===== src/rtl/spi_mem_pkg.sv =====
// Shared constants, state encoding and frame builder for the SPI memory responder.
// The state encoding is fixed so that debug probes can decode dbg_state directly.
package spi_mem_pkg;

  localparam logic [7:0] SPI_OP_READ  = 8'h03;
  localparam logic [7:0] SPI_OP_WRITE = 8'h02;
  localparam int SPI_FRAME_BITS = 32;

  // SCLK toggle index of the 25th rising edge; the read byte is sampled from here on.
  localparam int SPI_RX_FIRST_EDGE = 48;

  localparam logic [1:0] ST_IDLE  = 2'd0;
  localparam logic [1:0] ST_SHIFT = 2'd1;
  localparam logic [1:0] ST_DONE  = 2'd2;

  typedef enum logic [1:0] {
    SPI_IDLE  = ST_IDLE,
    SPI_SHIFT = ST_SHIFT,
    SPI_DONE  = ST_DONE
  } spi_state_t;

  function automatic logic [SPI_FRAME_BITS-1:0] spi_frame(input logic rd,
                                                          input logic [15:0] addr,
                                                          input logic [7:0] data);
    return {(rd ? SPI_OP_READ : SPI_OP_WRITE), addr, (rd ? 8'h00 : data)};
  endfunction

endpackage


===== src/rtl/spi_memory_responder_if.sv =====
// CPU-bus and SPI-pad signals of the memory responder, bundled for the port list.
// request is a one-cycle strobe taken when request & ready at a clock edge; writes seen
// with ready=0 are posted to a one-entry slot, reads with ready=0 are dropped and must be
// re-presented; ready=1 also means cpuReadData holds the last completed read byte.
interface spi_memory_responder_if;
  logic       request;
  logic       readNotWrite;
  logic [7:0] addressBusHigh;
  logic [7:0] addressBusLow;
  logic [7:0] cpuWriteData;
  logic [7:0] cpuReadData;
  logic       ready;
  logic       overrun;
  logic       spiSclk;
  logic       spiCsN;
  logic       spiMosi;
  logic       spiMiso;

  modport master (
    output request, readNotWrite, addressBusHigh, addressBusLow, cpuWriteData, spiMiso,
    input  cpuReadData, ready, overrun, spiSclk, spiCsN, spiMosi
  );

  modport slave (
    input  request, readNotWrite, addressBusHigh, addressBusLow, cpuWriteData, spiMiso,
    output cpuReadData, ready, overrun, spiSclk, spiCsN, spiMosi
  );
endinterface


===== src/rtl/spi_bit_timer.sv =====
// SCLK generator: divides clk by CLK_DIV into toggle strobes and counts the 64 SCLK
// edges of one frame. Everything is held cleared while run is low.
module spi_bit_timer import spi_mem_pkg::*; #(
  parameter int CLK_DIV = 2
) (
  input  logic       clk,
  input  logic       nrst,
  input  logic       run,
  output logic       toggle,
  output logic       sclk,
  output logic [5:0] edge_cnt,
  output logic       frame_done
);

  localparam logic [7:0] DIV_LAST  = 8'(CLK_DIV - 1);
  localparam logic [5:0] EDGE_LAST = 6'(2 * SPI_FRAME_BITS - 1);

  logic [7:0] div_cnt;

  assign toggle     = run && (div_cnt == DIV_LAST);
  assign frame_done = toggle && (edge_cnt == EDGE_LAST);

  always_ff @(posedge clk or negedge nrst) begin
    if (!nrst) begin
      div_cnt  <= '0;
      edge_cnt <= '0;
      sclk     <= 1'b0;
    end else if (!run) begin
      div_cnt  <= '0;
      edge_cnt <= '0;
      sclk     <= 1'b0;
    end else if (toggle) begin
      div_cnt  <= '0;
      edge_cnt <= edge_cnt + 6'd1;
      sclk     <= ~sclk;
    end else begin
      div_cnt <= div_cnt + 8'd1;
    end
  end

endmodule


===== src/rtl/spi_memory_responder.sv =====
// CPU bus to SPI SRAM bridge: each bus access becomes one 32-bit SPI frame
// (opcode, address, data). Reads stall the core through ready; writes are posted.
module spi_memory_responder import spi_mem_pkg::*; #(
  parameter int CLK_DIV = 2
) (
  input  logic                   clk,
  input  logic                   nrst,
  spi_memory_responder_if.slave  bus,
  output spi_state_t             dbg_state
);

  spi_state_t state;

  logic                      slot_valid;
  logic [15:0]               slot_addr;
  logic [7:0]                slot_data;
  logic [SPI_FRAME_BITS-1:0] tx;
  logic [7:0]                rx;
  logic                      is_read;
  logic                      cs_n;
  logic [7:0]                read_data;
  logic                      overrun;

  logic       shifting;
  logic       toggle;
  logic       sclk;
  logic [5:0] edge_cnt;
  logic       frame_done;

  logic        ready;
  logic        accept;
  logic        slot_launch;
  logic        slot_write;
  logic [15:0] req_addr;

  assign req_addr    = {bus.addressBusHigh, bus.addressBusLow};
  assign ready       = (state == SPI_IDLE) && !slot_valid;
  assign accept      = bus.request && ready;
  assign slot_launch = (state == SPI_IDLE) && slot_valid;
  assign slot_write  = bus.request && !bus.readNotWrite && !ready;
  assign shifting    = (state == SPI_SHIFT);

  spi_bit_timer #(
    .CLK_DIV (CLK_DIV)
  ) u_timer (
    .clk        (clk),
    .nrst       (nrst),
    .run        (shifting),
    .toggle     (toggle),
    .sclk       (sclk),
    .edge_cnt   (edge_cnt),
    .frame_done (frame_done)
  );

  always_ff @(posedge clk or negedge nrst) begin
    if (!nrst) begin
      state     <= SPI_IDLE;
      tx        <= '0;
      rx        <= '0;
      is_read   <= 1'b0;
      cs_n      <= 1'b1;
      read_data <= '0;
    end else begin
      case (state)
        SPI_IDLE: begin
          // A pending posted write always goes out before a new request.
          if (slot_launch) begin
            tx      <= spi_frame(1'b0, slot_addr, slot_data);
            is_read <= 1'b0;
            cs_n    <= 1'b0;
            state   <= SPI_SHIFT;
          end else if (accept) begin
            tx      <= spi_frame(bus.readNotWrite, req_addr, bus.cpuWriteData);
            is_read <= bus.readNotWrite;
            cs_n    <= 1'b0;
            state   <= SPI_SHIFT;
          end
        end
        SPI_SHIFT: begin
          // MOSI advances as SCLK falls, so it is settled well before the next rise.
          if (toggle && sclk) begin
            tx <= {tx[SPI_FRAME_BITS-2:0], 1'b0};
          end
          if (toggle && !sclk && (edge_cnt >= 6'(SPI_RX_FIRST_EDGE))) begin
            rx <= {rx[6:0], bus.spiMiso};
          end
          if (frame_done) begin
            state <= SPI_DONE;
          end
        end
        SPI_DONE: begin
          cs_n  <= 1'b1;
          state <= SPI_IDLE;
          if (is_read) begin
            read_data <= rx;
          end
        end
        default: state <= SPI_IDLE;
      endcase
    end
  end

  // A write landing while the slot is being launched refills it without overrun.
  always_ff @(posedge clk or negedge nrst) begin
    if (!nrst) begin
      slot_valid <= 1'b0;
      slot_addr  <= '0;
      slot_data  <= '0;
      overrun    <= 1'b0;
    end else if (slot_write) begin
      if (!slot_valid || slot_launch) begin
        slot_valid <= 1'b1;
        slot_addr  <= req_addr;
        slot_data  <= bus.cpuWriteData;
      end else begin
        overrun <= 1'b1;
      end
    end else if (slot_launch) begin
      slot_valid <= 1'b0;
    end
  end

  assign bus.spiSclk     = sclk;
  assign bus.spiCsN      = cs_n;
  assign bus.spiMosi     = tx[SPI_FRAME_BITS-1];
  assign bus.cpuReadData = read_data;
  assign bus.ready       = ready;
  assign bus.overrun     = overrun;
  assign dbg_state       = state;

endmodule


===== src/flat_wrapper.sv =====
// flat-port wrapper written by rule: the top's interface ports become plain ports
module spi_memory_responder_flat import spi_mem_pkg::*;
#(
  parameter int CLK_DIV = 2
)
  (clk, nrst, dbg_state, bus_request, bus_readNotWrite, bus_addressBusHigh, bus_addressBusLow, bus_cpuWriteData, bus_spiMiso, bus_cpuReadData, bus_ready, bus_overrun, bus_spiSclk, bus_spiCsN, bus_spiMosi);
  spi_memory_responder_if bus_i ();
  input  logic clk;
  input  logic nrst;
  output spi_state_t dbg_state;
  input wire logic [$bits(bus_i.request)-1:0] bus_request;
  input wire logic [$bits(bus_i.readNotWrite)-1:0] bus_readNotWrite;
  input wire logic [$bits(bus_i.addressBusHigh)-1:0] bus_addressBusHigh;
  input wire logic [$bits(bus_i.addressBusLow)-1:0] bus_addressBusLow;
  input wire logic [$bits(bus_i.cpuWriteData)-1:0] bus_cpuWriteData;
  input wire logic [$bits(bus_i.spiMiso)-1:0] bus_spiMiso;
  output wire logic [$bits(bus_i.cpuReadData)-1:0] bus_cpuReadData;
  output wire logic [$bits(bus_i.ready)-1:0] bus_ready;
  output wire logic [$bits(bus_i.overrun)-1:0] bus_overrun;
  output wire logic [$bits(bus_i.spiSclk)-1:0] bus_spiSclk;
  output wire logic [$bits(bus_i.spiCsN)-1:0] bus_spiCsN;
  output wire logic [$bits(bus_i.spiMosi)-1:0] bus_spiMosi;
  assign bus_i.request = bus_request;
  assign bus_i.readNotWrite = bus_readNotWrite;
  assign bus_i.addressBusHigh = bus_addressBusHigh;
  assign bus_i.addressBusLow = bus_addressBusLow;
  assign bus_i.cpuWriteData = bus_cpuWriteData;
  assign bus_i.spiMiso = bus_spiMiso;
  assign bus_cpuReadData = bus_i.cpuReadData;
  assign bus_ready = bus_i.ready;
  assign bus_overrun = bus_i.overrun;
  assign bus_spiSclk = bus_i.spiSclk;
  assign bus_spiCsN = bus_i.spiCsN;
  assign bus_spiMosi = bus_i.spiMosi;
  spi_memory_responder #(.CLK_DIV(CLK_DIV)) u_core (.clk(clk), .nrst(nrst), .bus(bus_i), .dbg_state(dbg_state));
endmodule

===== config.mk =====
export PLATFORM = sky130hd
export DESIGN_NAME = spi_memory_responder_flat
export DESIGN_NICKNAME = d
export VERILOG_FILES = /design/src/rtl/spi_mem_pkg.sv /design/src/rtl/spi_memory_responder_if.sv /design/src/rtl/spi_bit_timer.sv /design/src/rtl/spi_memory_responder.sv /design/src/flat_wrapper.sv
export SDC_FILE = /design/constraint.sdc
export NUM_CORES = 1
export LEC_CHECK = 0
export BUFFER_PORTS_ARGS = -buffer_cell sky130_fd_sc_hd__buf_2
export CAP_MARGIN = 20
export CORE_UTILIZATION = 58
export CTS_CLUSTER_DIAMETER = 120
export DETAILED_ROUTE_END_ITERATION = 10
export PLACE_DENSITY = 0.79
export SLEW_MARGIN = 20
export SYNTH_ARGS = -nofsm -noshare
export SYNTH_HDL_FRONTEND = slang
export SYNTH_SLANG_ARGS = --single-unit

===== constraint.sdc =====
create_clock -name clk -period 2.7 [get_ports clk]
set_input_delay 0.135 -clock clk [delete_from_list [all_inputs] [get_ports clk]]
set_output_delay 0.135 -clock clk [all_outputs]
set_load 0.005 [all_outputs]

== Yosys cells after proc, flatten, opt, wreduce, memory -nomap -nowiden ==
Index checks and enable logic that the tools add are counted.

* Register bits after elaboration: 93
* Bits of input ports: 29
* Output and inout port bits: 15
* Word-level logic and storage cells: 80

* Add/subtract/negate cells: 2
* $lt $le $gt $ge: 1
* Equality and inequality tests: 9
* Mux-type cells: 24
* Bitwise gates (word level): 2
* Reduce and logical (&&, ||, !) cells: 29

{| class="wikitable"
|+ Operators by type and width
! kind !! count
|-
| $mux W32 || 3
|-
| $pmux W32 S2 || 1
|-
| $mux W8 || 3
|-
| $reduce_and A2 Y1 || 8
|-
| $mux W6 || 2
|-
| $logic_and A1 B1 Y1 || 10
|-
| $mux W1 || 10
|-
| $add A8 B1 Y8 const B || 1
|-
| $eq A8 B1 Y1 const B || 1
|-
| $reduce_bool A2 Y1 || 4
|-
| $add A6 B1 Y6 const B || 1
|-
| $eq A6 B6 Y1 const B || 1
|-
| $ge A6 B6 Y1 const B || 1
|-
| $mux W2 || 3
|-
| $ne A2 B1 Y1 const B || 3
|-
| $logic_not A1 Y1 || 4
|-
| $pmux W2 S2 || 1
|-
| $ne A3 B1 Y1 const B || 1
|-
| $reduce_and A3 Y1 || 1
|-
| $eq A2 B1 Y1 const B || 1
|-
| $eq A2 B2 Y1 const B || 1
|-
| $logic_not A2 Y1 || 1
|-
| $ne A2 B2 Y1 const B || 1
|-
| $not A1 Y1 || 2
|-
| other kinds (2) || 2
|}

== Depth between registers and ports, before layout ==
* Depth in word-level cells: 6
* Depth in mapped cells: 8

== Modules after synthesis ==
From an unflattened synthesis, not the netlist that was laid out.

* Cells, all modules: 378
* Area total of the unflattened synthesis: 4,406.7 um^2

{| class="wikitable"
|+ Modules (own cells, without submodules)
! module !! instances !! cells each !! area an instance (um^2) !! seq. area each (um^2)
|-
| spi_memory_responder || 1 || 298 || 3,629.7 || 1,953.1
|-
| spi_bit_timer || 1 || 80 || 777.0 || 375.4
|}

== Worst setup path before layout ==
Ideal clock, no wire load.

* Kind: flip-flop to flip-flop
* Start: register u_core.u_timer.div_cnt[1]
* End: register u_core.rx[0]
* Setup time: 0.125 ns
* Arrival time: 2.023 ns
* Required time: 2.575 ns
* Slack: 0.552 ns
* Stages on the path, launching flop included: 8
* Buffers on the path: 1
* Period minus slack after synthesis: 2.148 ns
* Cell sequence: dfrtp_1 -> inv_1 -> ha_1 -> nor4b_4 -> nand2_4 -> or4b_4 -> buf_6 -> mux2_4

* Word-level cells in the longest chain between the ends: 5

{| class="wikitable"
|+ Ends and longest elaborated chain
! element !! line !! text
|-
| start: declaration || spi_bit_timer.sv:18 || <nowiki>logic [7:0] div_cnt;</nowiki>
|-
| start signal: assignment || spi_bit_timer.sv:37 || <nowiki>div_cnt <= div_cnt + 8'd1;</nowiki>
|-
| $eq A8 B1 Y1 || spi_bit_timer.sv:20 || <nowiki>assign toggle = run && (div_cnt == DIV_LAST);</nowiki>
|-
| $logic_and A1 B1 Y1 || spi_bit_timer.sv:20 ||
|-
| $logic_and A1 B1 Y1 (2 in series) || spi_memory_responder.sv:84 || <nowiki>if (toggle && !sclk && (edge_cnt >= 6'(SPI_RX_FIRST_EDGE))) begin</nowiki>
|-
| $reduce_and A2 Y1 (no source line) || -- ||
|-
| end signal: assignment || spi_memory_responder.sv:85 || <nowiki>rx <= {rx[6:0], bus.spiMiso};</nowiki>
|-
| end: declaration || spi_memory_responder.sv:18 || <nowiki>logic [7:0] rx;</nowiki>
|}

No other way between the ends.
A chain may end at the register's enable or synchronous reset.

== Final worst setup path ==
* Start: register u_core.u_timer.div_cnt[1]
* End: register u_core.rx[3]

The elaborated chain is that of the path after synthesis.

==> reports/qor.txt <==
Critical Path Start Type = flip-flop
DRC viols = 0
Internal = 2.07 mW
final instance area = 0.00478 mm2
initial DRC count = 111
Pwr Total = 2.58 mW
dpl ws = 0.436 ns
Die W = 87.2 um
vias = 2655
Final Worst Setup Slack = 0.411 ns
Post-synth EDFFs = 0
CTS clk-pin slew, worst paths = 0.09 ns
Yosys reg bits = 93
CTS Sinks = 93
slowest CP cell = or4b_4
placed insts = 457
synth top area cells = dfrtp_1 (55%), mux2_2 (15%), mux2i_1 (3.8%)
vias per std cell = 5.58
crit end category = flip-flop
number of global-route vias before repair = 2722
asr flop ratio synth = 100%
final period utilization = 84.8%
sequential share of the synthesized area = 55.3%
post-cts sizing count = 0
fin util = 69.3%
worst setup path class = flip-flop to flip-flop
Initial Utilization = 61.0%
I/O Buffers = 43
WP depth = 6
WP data arrival = 2.54 ns
post-synth top area cell = dfrtp_1
Sequential Power Share = 54.3%
nets@finish = 407
largest net degree at the start of global routing = 55
Avg WL per Cell = 15.5 um
post-DP HPWL = 4770 um
crit-path cells = inv_1 > ha_1 > nor4b_4 > nand2_4 > or4b_4 > mux2_4
first-pass GRT wire length = 12600 um
Syn Area/Cell = 12.6 um2
Static Leak = 2.30 nW
Req. time, crit path = 2.95 ns
Yosys top cell area share = 54.7%
top-count cell post-synth = dfrtp_1
fmax = 437 MHz
Tot GR Track Use = 22.0%
hold crit path type = input port to flip-flop
Post-Synthesis Net Count = 366
worst r2r path cells = 6
Psw = 511 uW
CP top delay family = simple AND/OR/NAND/NOR gates
GRT overflow = 0
H-tree levels = 3
critical path startpoint = u_core.u_timer.div_cnt[1]
Rel. slew slack = 54.3%
Slew Viols, Final = 0
Placer Congestion = 0.750
Root Driver = clkbuf_8
Cell Pwr Density = 540 mW/mm2
capturing point of the worst reg2reg path = u_core.rx[3]
Slew @ Worst Pin = 0.680 ns
Clock Path Buffers = 2
share of cells above drive strength 1 = 35.8%
n_diodes = 0
CP Max Fanout = 8
WHS = 0.0122 ns
crit path buf inv count = 1
initial antenna violation count = 0
CTS tree = done
die height = 87.2 um
Synth Flop Type = dfrtp_1
non-filler cells, final = 476
Clk network pwr share = 42.6%
Reg-to-Reg Start = u_core.u_timer.div_cnt[1]
crit path to = u_core.rx[3]
clock skew = 0.0101 ns
Setup TNS = 0 ns
slowest cell delay on critical path = 0.65 ns
total CTS buffers = 9
crit path time final = 2.29 ns
worst reg2reg setup slack = 0.41 ns
final-layout fill cell count = 515
DP Area = 0.00451 mm2
worst-skew pair later-pin latency = 0.36 ns
top cells by count, synth = dfrtp_1 (92), mux2_2 (57), nand2_1 (25), o21ai_0 (20), mux2i_1 (16)
RSZ-0062 raised after global routing = false
Net Sw Frac = 19.8%
Syn Inst Count = 334
Core Rows = 30
Top Ports = 44
WL final = 7360 um
final setup violating endpoints = 0
result of the run = completed
synthesized area = 0.00421 mm2
Core ar. = 0.00691 mm2
Worst IR Drop VDD = 0.000268 V
Final ANT Viol Nets = 0
Yosys warnings = 0
Distinct cells, synth = 38
Area Overhead vs Synth = 13.6%
First-pass DRT Iterations = 4
Max-cap violations = 0
final hold viol count = 0
part of the power in combinational logic = 3.1%
Die ar. = 0.00761 mm2
## flip-flops by register name, indices dropped and copies added, names as in the netlist, 2 cells and up
register,count
u_core.bus.cpuReadData,8
u_core.dbg_state,2
u_core.rx,8
u_core.slot_addr,16
u_core.slot_data,8
u_core.tx,32
u_core.u_timer.div_cnt,8
u_core.u_timer.edge_cnt,6
## metal layers
layer / vias to the layer above / part of all wire, % / global-route usage, %
met2: 45 / 49 / 35.1
met3: 21 / 2.8 / 4.83
li1: 1263 / - / -
met5: - / 0 / 0
met1: 1326 / 45 / 28.7
met4: 0 / 3.0 / 10.7
## power groups by stage
stage | Combinational (mW) | Clock [mW] | Sequential [mW]
finish | 0.0804 | 1.10 | 1.40
global placement | 0.0772 | 0 | 1.43
floorplan | 0.0200 | 0 | 1.43
global route | 0.0940 | 1.19 | 1.40
detailed placement | 0.0794 | 0 | 1.43
CTS | 0.0810 | 1.12 | 1.40
## how the worst min path moves through the flow
stage	startpoint	end	slack [ns]	depth (start not counted)
final	bus_addressBusHigh[2]	u_core.slot_addr[10]	0.01	2
after global routing	bus_addressBusHigh[4]	u_core.slot_addr[12]	0.003	2
after CTS	bus_addressBusLow[1]	u_core.slot_addr[1]	0.003	2
after detailed placement	nrst	u_core.rx[4]	0.22	1
after global placement	nrst	u_core.bus.cpuReadData[3]	0.22	1
after floorplan	nrst	u_core.bus.cpuReadData[0]	-0.16	0
## cell type report
cell class / instances / area (um2) / share of cell area [%]
Sequential cell: 93 / 2330 / 48.7
Multi-Input combinational cell: 216 / 1790 / 37.3
Timing Repair Buffer: 50 / 290 / 6.07
Clock buffer: 12 / 145 / 3.03
Tap cell: 96 / 120 / 2.51
Clock inverter: 4 / 95.1 / 1.99
Inverter: 5 / 18.8 / 0.392
## cells by family (layout without fill, tap and decap cells)
| kind of cell | count (synthesis) | count (layout) | synth area share, % |
|---|---|---|---|
| simple gates | 79 | 79 | 10.4 |
| mux | 81 | 81 | 21.9 |
| compound gates | 41 | 41 | 6.48 |
| buf+inv | 25 | 71 | 2.58 |
| xor+xnor | 12 | 12 | 2.50 |
| flops | 93 | 93 | 55.3 |
| fa+ha+maj | 3 | 3 | 0.891 |
## cells in the final DEF, fill, tap and decap left out, drive strengths merged
| master | count |
|---|---|
| o21bai | 2 |
| dfrtp | 92 |
| mux2 | 65 |
| ha | 3 |
| a221o | 7 |
| or4b | 1 |
| nand3 | 11 |
| nand3b | 1 |
| o21a | 1 |
| xnor2 | 2 |
| clkinv | 1 |
| nand2 | 26 |
| buf | 47 |
| nor2b | 1 |
| and2 | 1 |
| nor2 | 15 |
| a21oi | 4 |
| clkbuf | 12 |
| o31ai | 1 |
| inv | 5 |
| nor4b | 8 |
| a22o | 6 |
| dlygate4sd3 | 3 |
| nand2b | 2 |
| nor3b | 1 |
| or3b | 2 |
| nand4 | 2 |
| bufinv | 3 |
| xor2 | 10 |
| nor3 | 4 |
| and3 | 4 |
| dfstp | 1 |
| o21ai | 20 |
| mux2i | 16 |
## timing repair
action,CTS,global route
hold endpoints to repair,53,2
endpoints found under the setup margin,0,0
hold buffers,1,2
setup buffers,0,0
Note: power is estimated with default switching activity, not from simulation.
